### src/rtl/alu_pkg.sv
// alu_pkg: opcode constants, FSM encoding and defaults shared by the ALU arbiter
package alu_pkg;
    localparam logic [3:0] OP_SINGLE0 = 4'd4;
    localparam logic [3:0] OP_SINGLE1 = 4'd7;
    localparam logic [3:0] OP_MUL = 4'd12;
    localparam int MUL_TIMEOUT_DEF = 12;
    typedef enum logic [1:0] {S_IDLE = 2'd0, S_ALU = 2'd1, S_MUL = 2'd2, S_RESP = 2'd3} state_t;
    function automatic logic is_single(input logic [3:0] op);
        return op == OP_SINGLE0 || op == OP_SINGLE1;
    endfunction
endpackage

### src/rtl/alu_arbiter_if.sv
// alu_arbiter_if: requester, datapath and response signals of the ALU arbiter
interface alu_arbiter_if;
    logic [1:0] req_valid;
    logic [1:0] req_ready;
    logic [3:0] req0_opcode;
    logic [3:0] req1_opcode;
    logic [7:0] req0_opA;
    logic [7:0] req1_opA;
    logic [7:0] req0_opB;
    logic [7:0] req1_opB;
    logic enAlu;
    logic enMul;
    logic [3:0] opcode_o;
    logic [7:0] opA_o;
    logic [7:0] opB_o;
    logic [15:0] res_in;
    logic mul_done;
    logic [1:0] rsp_valid;
    logic [1:0] rsp_ready;
    logic [15:0] rsp_data;
    logic rsp_err;
    logic busy;
    logic [1:0] state;
    modport slave (
        input req_valid, req0_opcode, req1_opcode, req0_opA, req1_opA, req0_opB, req1_opB,
        input res_in, mul_done, rsp_ready,
        output req_ready, enAlu, enMul, opcode_o, opA_o, opB_o, rsp_valid, rsp_data, rsp_err,
        output busy, state
    );
    modport master (
        output req_valid, req0_opcode, req1_opcode, req0_opA, req1_opA, req0_opB, req1_opB,
        output res_in, mul_done, rsp_ready,
        input req_ready, enAlu, enMul, opcode_o, opA_o, opB_o, rsp_valid, rsp_data, rsp_err,
        input busy, state
    );
endinterface

### src/rtl/rr_arbiter2.sv
// rr_arbiter2: two-way round-robin pick; the requester not granted last time wins a tie
module rr_arbiter2 (
    input logic [1:0] req,
    input logic last,
    output logic [1:0] grant,
    output logic id
);
    always_comb begin
        grant = (&req) ? (last ? 2'b01 : 2'b10) : req;
        id = grant[1];
    end
endmodule

### src/rtl/alu_arbiter.sv
// alu_arbiter: shares one ALU/multiplier datapath between two requesters
module alu_arbiter
    import alu_pkg::*;
#(
    parameter logic [3:0] MUL_OPCODE = OP_MUL,
    parameter int MUL_TIMEOUT = MUL_TIMEOUT_DEF
) (
    input logic clock,
    input logic reset,
    alu_arbiter_if.slave bus
);
    localparam int CW = $clog2(MUL_TIMEOUT + 1);
    state_t st, st_nxt;
    logic [1:0] grant;
    logic gid, acc, last, lat_g, timeout;
    logic [3:0] lat_op, op_sel;
    logic [7:0] lat_a, lat_b, a_sel, b_sel;
    logic [CW-1:0] cnt;
    logic [15:0] data_r;
    logic err_r;
    rr_arbiter2 u_rr (.req(bus.req_valid), .last(last), .grant(grant), .id(gid));
    always_comb begin
        op_sel = gid ? bus.req1_opcode : bus.req0_opcode;
        a_sel = gid ? bus.req1_opA : bus.req0_opA;
        b_sel = gid ? bus.req1_opB : bus.req0_opB;
        acc = st == S_IDLE && |(bus.req_valid & grant);
        timeout = cnt == CW'(MUL_TIMEOUT);
    end
    always_ff @(posedge clock) begin
        if (reset) st <= S_IDLE;
        else st <= st_nxt;
    end
    always_comb begin
        st_nxt = st == S_IDLE ? (acc ? (op_sel == MUL_OPCODE ? S_MUL : S_ALU) : S_IDLE)
               : st == S_ALU  ? S_RESP
               : st == S_MUL  ? ((bus.mul_done || timeout) ? S_RESP : S_MUL)
               : (bus.rsp_ready[lat_g] ? S_IDLE : S_RESP);
    end
    always_ff @(posedge clock) begin
        if (reset) begin
            lat_op <= '0;
            lat_a <= '0;
            lat_b <= '0;
            lat_g <= 1'b0;
            last <= 1'b1;
            cnt <= '0;
            data_r <= '0;
            err_r <= 1'b0;
        end else begin
            if (acc) begin
                lat_op <= op_sel;
                lat_a <= a_sel;
                lat_b <= is_single(op_sel) ? 8'h00 : b_sel;
                lat_g <= gid;
                cnt <= CW'(1);
            end
            if (st == S_ALU) begin
                data_r <= bus.res_in;
                err_r <= 1'b0;
            end
            // mul_done takes priority over a timeout landing on the same cycle
            if (st == S_MUL) begin
                cnt <= cnt + 1'b1;
                if (bus.mul_done) begin
                    data_r <= bus.res_in;
                    err_r <= 1'b0;
                end else if (timeout) begin
                    data_r <= '0;
                    err_r <= 1'b1;
                end
            end
            if (st == S_RESP && bus.rsp_ready[lat_g]) last <= lat_g;
        end
    end
    always_comb begin
        bus.req_ready = (st == S_IDLE && !reset) ? grant : 2'b00;
        bus.enAlu = st == S_ALU;
        bus.enMul = st == S_MUL;
        bus.opcode_o = st == S_ALU ? lat_op : st == S_MUL ? MUL_OPCODE : 4'h0;
        bus.opA_o = (st == S_ALU || st == S_MUL) ? lat_a : 8'h00;
        bus.opB_o = (st == S_ALU || st == S_MUL) ? lat_b : 8'h00;
        bus.rsp_valid = st == S_RESP ? (lat_g ? 2'b10 : 2'b01) : 2'b00;
        bus.rsp_data = data_r;
        bus.rsp_err = err_r;
        bus.busy = st != S_IDLE;
        bus.state = st;
    end
endmodule

### src/flat_wrapper.sv
// flat-port wrapper written by rule: the top's interface ports become plain ports
module alu_arbiter_flat import alu_pkg::*;
#(
    parameter logic [3:0] MUL_OPCODE = OP_MUL,
    parameter int MUL_TIMEOUT = MUL_TIMEOUT_DEF
)
  (clock, reset, bus_req_valid, bus_req0_opcode, bus_req1_opcode, bus_req0_opA, bus_req1_opA, bus_req0_opB, bus_req1_opB, bus_res_in, bus_mul_done, bus_rsp_ready, bus_req_ready, bus_enAlu, bus_enMul, bus_opcode_o, bus_opA_o, bus_opB_o, bus_rsp_valid, bus_rsp_data, bus_rsp_err, bus_busy, bus_state);
  alu_arbiter_if bus_i ();
  input logic clock;
  input logic reset;
  input wire logic [$bits(bus_i.req_valid)-1:0] bus_req_valid;
  input wire logic [$bits(bus_i.req0_opcode)-1:0] bus_req0_opcode;
  input wire logic [$bits(bus_i.req1_opcode)-1:0] bus_req1_opcode;
  input wire logic [$bits(bus_i.req0_opA)-1:0] bus_req0_opA;
  input wire logic [$bits(bus_i.req1_opA)-1:0] bus_req1_opA;
  input wire logic [$bits(bus_i.req0_opB)-1:0] bus_req0_opB;
  input wire logic [$bits(bus_i.req1_opB)-1:0] bus_req1_opB;
  input wire logic [$bits(bus_i.res_in)-1:0] bus_res_in;
  input wire logic [$bits(bus_i.mul_done)-1:0] bus_mul_done;
  input wire logic [$bits(bus_i.rsp_ready)-1:0] bus_rsp_ready;
  output wire logic [$bits(bus_i.req_ready)-1:0] bus_req_ready;
  output wire logic [$bits(bus_i.enAlu)-1:0] bus_enAlu;
  output wire logic [$bits(bus_i.enMul)-1:0] bus_enMul;
  output wire logic [$bits(bus_i.opcode_o)-1:0] bus_opcode_o;
  output wire logic [$bits(bus_i.opA_o)-1:0] bus_opA_o;
  output wire logic [$bits(bus_i.opB_o)-1:0] bus_opB_o;
  output wire logic [$bits(bus_i.rsp_valid)-1:0] bus_rsp_valid;
  output wire logic [$bits(bus_i.rsp_data)-1:0] bus_rsp_data;
  output wire logic [$bits(bus_i.rsp_err)-1:0] bus_rsp_err;
  output wire logic [$bits(bus_i.busy)-1:0] bus_busy;
  output wire logic [$bits(bus_i.state)-1:0] bus_state;
  assign bus_i.req_valid = bus_req_valid;
  assign bus_i.req0_opcode = bus_req0_opcode;
  assign bus_i.req1_opcode = bus_req1_opcode;
  assign bus_i.req0_opA = bus_req0_opA;
  assign bus_i.req1_opA = bus_req1_opA;
  assign bus_i.req0_opB = bus_req0_opB;
  assign bus_i.req1_opB = bus_req1_opB;
  assign bus_i.res_in = bus_res_in;
  assign bus_i.mul_done = bus_mul_done;
  assign bus_i.rsp_ready = bus_rsp_ready;
  assign bus_req_ready = bus_i.req_ready;
  assign bus_enAlu = bus_i.enAlu;
  assign bus_enMul = bus_i.enMul;
  assign bus_opcode_o = bus_i.opcode_o;
  assign bus_opA_o = bus_i.opA_o;
  assign bus_opB_o = bus_i.opB_o;
  assign bus_rsp_valid = bus_i.rsp_valid;
  assign bus_rsp_data = bus_i.rsp_data;
  assign bus_rsp_err = bus_i.rsp_err;
  assign bus_busy = bus_i.busy;
  assign bus_state = bus_i.state;
  alu_arbiter #(.MUL_OPCODE(MUL_OPCODE), .MUL_TIMEOUT(MUL_TIMEOUT)) u_core (.clock(clock), .reset(reset), .bus(bus_i));
endmodule
### config.mk
export PLATFORM = sky130hd
export DESIGN_NAME = alu_arbiter_flat
export DESIGN_NICKNAME = d
export VERILOG_FILES = /design/src/rtl/alu_pkg.sv /design/src/rtl/alu_arbiter_if.sv /design/src/rtl/rr_arbiter2.sv /design/src/rtl/alu_arbiter.sv /design/src/flat_wrapper.sv
export SDC_FILE = /design/constraint.sdc
export NUM_CORES = 1
export LEC_CHECK = 0
export BUFFER_PORTS_ARGS = -buffer_cell sky130_fd_sc_hd__buf_2
export CAP_MARGIN = 10
export CORE_ASPECT_RATIO = 1.75
export CORE_MARGIN = 1
export CORE_UTILIZATION = 46
export DETAILED_ROUTE_END_ITERATION = 10
export PLACE_DENSITY_LB_ADDON = 0.05
export SYNTH_ARGS = -nofsm -noshare
export SYNTH_HDL_FRONTEND = slang
export SYNTH_SLANG_ARGS = --single-unit
### constraint.sdc
create_clock -name clock -period 2.05 [get_ports clock]
set_input_delay 0.205 -clock clock [delete_from_list [all_inputs] [get_ports clock]]
set_output_delay 0.205 -clock clock [all_outputs]
set_load 0.03 [all_outputs]
==> impl_metrics.ini, run 1 <==
[yosys]
syn_area_per_cell_um2 = 9.30
synth_area_leader_cell = dfxtp_1
synth_most_common_cell = dfxtp_1
netlist_top_cells_count = dfxtp_1, nor2_1, mux2i_1, and2_1, a22oi_1
yosysUniqueCellTypes = 38
syn_inst = 235
async_reset_ff_frac = 0
syn_area_um2 = 2190
synth-edff-count = 0
synth.area.top_cells = dfxtp_1, mux2i_1, nor2_1, and2_1, a22oi_1
yosysSeqAreaShare = 0.412
syn_nets = 304
yosys_warnings = 0
netlist.area_leader.share = 0.412
ys.flop_type = dfxtp_1
synth.ff_latch_count = 45

[clocking]
htree_num_levels = 2
cts-resized-gates = 0
cts_setup_buffers = 0
cts_sinks = 45
cts_made_buffers = 5
root_buffer = clkbuf_8
clock_latency_ns = 0.29
holdBufCountCts = 0
clkSlewWorstSetupHoldPaths_ns = 0.08
cts_tree = yes
clockBufferDepth = 2

[outcome]
status = finished, final reports clean

[finish]
layoutNonFillerInstCount = 395
syn_to_final_growth_pct = 30.2
n_antenna_cell = 0
drive_above_1_share = 0.375
finish.net_count = 412

[worst_hold_path]
min_from = bus_res_in[12]
hp-class = in2reg

[critical_path]
crit-reg2reg-launch = u_core.bus.state[0]
start_kind = register
cp-startpoint = u_core.bus.state[0]
endpoint_kind = output pin
cp.arrival_ns = 1.72
cp_max_fo = 16
required_ns = 1.85
critPathKind = reg2out
r2r_slack_ns = 0.41

[global_route]
grt_pass1_vias = 1859
grt_pass1_wl_um = 8120
grt-ovfl-total = 0
antenna_found_initial = 0
grt_max_degree = 21
grt_usage = 0.216

[timing]
relSlewSlack = 0.674
worst_slew_pin_slew_ns = 0.489
setup-violations-final = 0
whs_ns = 0.140
skew_ns = 0.00766
finalCritPeriodShare = 0.939
rsz0062_at_grt = false
finalMaxSlewViolations = 0
fmax_mhz = 519
hold_violations = 0
fin_ws_ns = 0.125
setup_tns_ns = 0
period_needed_ns = 1.93

[power_and_ir_drop]
ir_worst_vdd_v = 0.00101
power.density_nw_per_um2 = 1360
p_leak_nw = 1.40
finalPower_w = 0.00388
power_frac_comb = 0.513
switching_share = 0.451
pwr-share-clk = 0.156
p_int_w = 0.00213
sequentialPowerShare = 0.331
p_sw_w = 0.00175

[floorplan]
die_y_um = 93.2
core.rowCount = 32
placeableCoreArea_um2 = 4480
start_util = 0.487
dieArea_um2 = 5040
io_pins = 109
fp.dieW_um = 54.1

[drt]
wl_um = 5090
drtIter0Drc = 17
vias = 2029
wl_per_cell_um = 12.9
antenna_left = 0
avgViaCountPerCell = 5.14
post-route-drc-count = 0
dr.pass1.iters = 4

[placed_design]
place_inst = 387
pre_cts_ws_ns = 0.413
dp_hpwl_um = 3910
gp_congestion = 0.730
portBuffers = 108

[run]
drv_cap = 0
## metal layers
metal	track usage	wire, um	up-vias
li1	-	-	1045
met1	0.233	2040	905
met2	0.388	2660	72
met3	0.0504	315	7
met4	0.0748	68	0
met5	0	0	-
## cell type report
class	count	area, um2
clock inverters	1	8.76
repair buffers	115	593
inverters	5	18.8
flip-flops and latches	45	901
multi-input cells	171	1160
fillers	439	1640
well taps	51	63.8
clock buffers	7	96.3
## worst max-delay path: stages (launching register included)
cell and delay [ns]:
dfxtp_1 0.39, inv_1 0.09, ha_1 0.55, and2_1 0.19, buf_2 0.19
## metrics by stage
step	util	instance area, um2
floorplan	-	2190
global placement	0.611	2740
detailed placement	0.611	2740
CTS	0.635	2850
global route	0.635	2850
finish	0.635	2850
## flip-flops by register name, indices dropped and copies added (netlist names)
signal	cells
u_core.bus.rsp_data	16
u_core.lat_g	1
u_core.bus.rsp_err	1
u_core.bus.state	2
u_core.lat_b	8
u_core.lat_a	8
u_core.lat_op	4
u_core.last	1
u_core.cnt	4
## kinds of logic after synthesis
kind of cell	after synthesis	share of synthesized area
fa+ha+maj	6	0.0343
compound gates	57	0.195
flops	45	0.412
mux	21	0.0962
simple gates	85	0.199
xor+xnor	2	0.00802
buf+inv	19	0.0550
## power groups by stage
stage | Combinational [W] | Clock, W | Sequential (W)
floorplan | 0.00131 | 0 | 0.00148
global placement | 0.00199 | 0 | 0.00130
detailed placement | 0.00201 | 0 | 0.00130
CTS | 0.00201 | 0.000622 | 0.00128
global route | 0.00219 | 0.000653 | 0.00132
finish | 0.00199 | 0.000605 | 0.00128
## placed cells by master, fill, tap and decap left out, drive strengths merged, types with 3 or more instances in the layout
| cell type | netlist | routed |
|---|---|---|
| o21ai | 9 | 9 |
| ha | 6 | 6 |
| a22oi | 17 | 17 |
| a21oi | 4 | 4 |
| nor2 | 35 | 35 |
| and2 | 20 | 20 |
| nand2 | 15 | 15 |
| nand2b | 3 | 3 |
| dfxtp | 45 | 45 |
| nand3b | 3 | 3 |
| mux2i | 21 | 21 |
| clkbuf | 5 | 7 |
| a211oi | 15 | 15 |
| buf | 9 | 115 |
| inv | 5 | 6 |
## worst paths after layout
path | cells past startpoint | end
max | 4 | bus_opB_o[0]
min | 3 | u_core.bus.rsp_data[12]
max reg2reg | 6 | u_core.bus.rsp_data[0]
min reg2reg | 2 | u_core.lat_b[0]
Power figures use the tool's default switching activity.
==> run 2: changes to the inputs <==
==> constraint.sdc (replaced) <==
create_clock -name clock -period 2 [get_ports clock]
set_input_delay 0.2 -clock clock [delete_from_list [all_inputs] [get_ports clock]]
set_output_delay 0.2 -clock clock [all_outputs]
set_load 0.03 [all_outputs]
==> impl_metrics.ini, run 2 (synthesized netlist as in run 1, its figures left out) <==
[floorplan]
io_pins = 109
dieArea_um2 = 5040
placeableCoreArea_um2 = 4480
core.rowCount = 32
die_y_um = 93.2
start_util = 0.487
fp.dieW_um = 54.1

[placed_design]
dp_hpwl_um = 3950
portBuffers = 108
place_inst = 386
gp_congestion = 0.745

[timing]
relSlewSlack = 0.661
rsz0062_at_grt = false
fmax_mhz = 557
hold_violations = 0
finalCritPeriodShare = 0.898
whs_ns = 0.145
worst_slew_pin_slew_ns = 0.508
setup-violations-final = 0
setup_tns_ns = 0
skew_ns = 0.00269
period_needed_ns = 1.80
finalMaxSlewViolations = 0

[drt]
post-route-drc-count = 0
drtIter0Drc = 20
vias = 2009
top_layer = met4
avgViaCountPerCell = 5.11
wl_um = 5010
met1Wirelength_um = 2000
wl_per_cell_um = 12.7
dr_wl_met2_um = 2600
wl_met3_um = 322
antenna_left = 0
dr.pass1.iters = 4

[finish]
syn_to_final_growth_pct = 30.5
final_common_cell = buf_2
finish.net_count = 411
n_antenna_cell = 0
layout_common_cells = buf_2, dfxtp_1, nor2_1
largest_register_ffs = 16
layoutNonFillerInstCount = 393
fin_util = 0.636
drive_above_1_share = 0.374

[global_route]
grt_pass1_wl_um = 8050
grt_max_degree = 37
grt_pass1_vias = 1911
grt_usage = 0.213
grt-ovfl-total = 0
antenna_found_initial = 0

[clocking]
cts_made_buffers = 5
htree_num_levels = 2
clkSlewWorstSetupHoldPaths_ns = 0.08
holdBufCountCts = 0
clock_latency_ns = 0.29
cts_setup_buffers = 0
clockBufferDepth = 2
root_buffer = clkbuf_8
cts_tree = yes
cts_sinks = 45

[power_and_ir_drop]
power_frac_comb = 0.528
p_int_w = 0.00218
switching_share = 0.450
ir_worst_vdd_v = 0.00106
p_sw_w = 0.00178
p_leak_nw = 1.39
power.density_nw_per_um2 = 1390
sequentialPowerShare = 0.330
finalPower_w = 0.00396
pwr-share-clk = 0.142

[critical_path]
cp_max_fo = 11
endpoint_kind = output pin
start_kind = register
required_ns = 1.80
cp.arrival_ns = 1.60
critPathKind = reg2out

[worst_hold_path]
hp-class = in2reg

[run]
drv_cap = 0

[outcome]
status = finished, final reports clean
-- run 2: metrics by stage --
step                      area (um2)  setup WS [ns]
after floorplan                 2190         0.0599
after global placement          2760          0.390
after detailed placement        2760          0.351
after CTS                       2850         0.0778
after global routing            2850          0.110
final                           2850          0.203
-- run 2: final timing paths --
check	start	to	slack, ns	cells after the start
max reg2reg	u_core.bus.state[0]	u_core.bus.rsp_data[6]	0.35	6
max	u_core.last	bus_req_ready[1]	0.20	3
min reg2reg	u_core.lat_b[2]	u_core.lat_b[2]	0.45	2
min	bus_res_in[0]	u_core.bus.rsp_data[0]	0.14	3
-- run 2: layout make-up --
cell class / count / area, um2
well taps: 51 / 63.8
flip-flops and latches: 45 / 901
clock buffers: 6 / 82.6
fillers: 422 / 1630
clock inverters: 1 / 7.51
multi-input cells: 171 / 1170
repair buffers: 114 / 611
inverters: 5 / 18.8
-- run 2: per-layer routing --
metal / GRT usage / up-vias
met1: 0.230 / 890
met4: 0.0726 / 0
li1: - / 1044
met5: 0 / -
met3: 0.0537 / 6
met2: 0.381 / 69
-- run 2: timing repair --
item / CTS / global route
endpoints found under the hold margin: 0 / 0
setup endpoints to repair: 0 / 7
gates resized for setup: 0 / 1
-- run 2: power by group through the flow --
stage	Combinational, W	Clock [W]	Sequential (W)
6_report	0.00209	0.000561	0.00131
5_1_grt	0.00231	0.000614	0.00134
4_1_cts	0.00211	0.000581	0.00131
3_5_place_dp	0.00211	0	0.00133
3_3_place_gp	0.00208	0	0.00132
2_1_floorplan	0.00135	0	0.00152
-- run 2: worst max-delay path, stage by stage, from the launching register on --
cell	delay [ns]
dfxtp_1	0.35
a21boi_4	0.44
and2b_1	0.29
buf_2	0.23
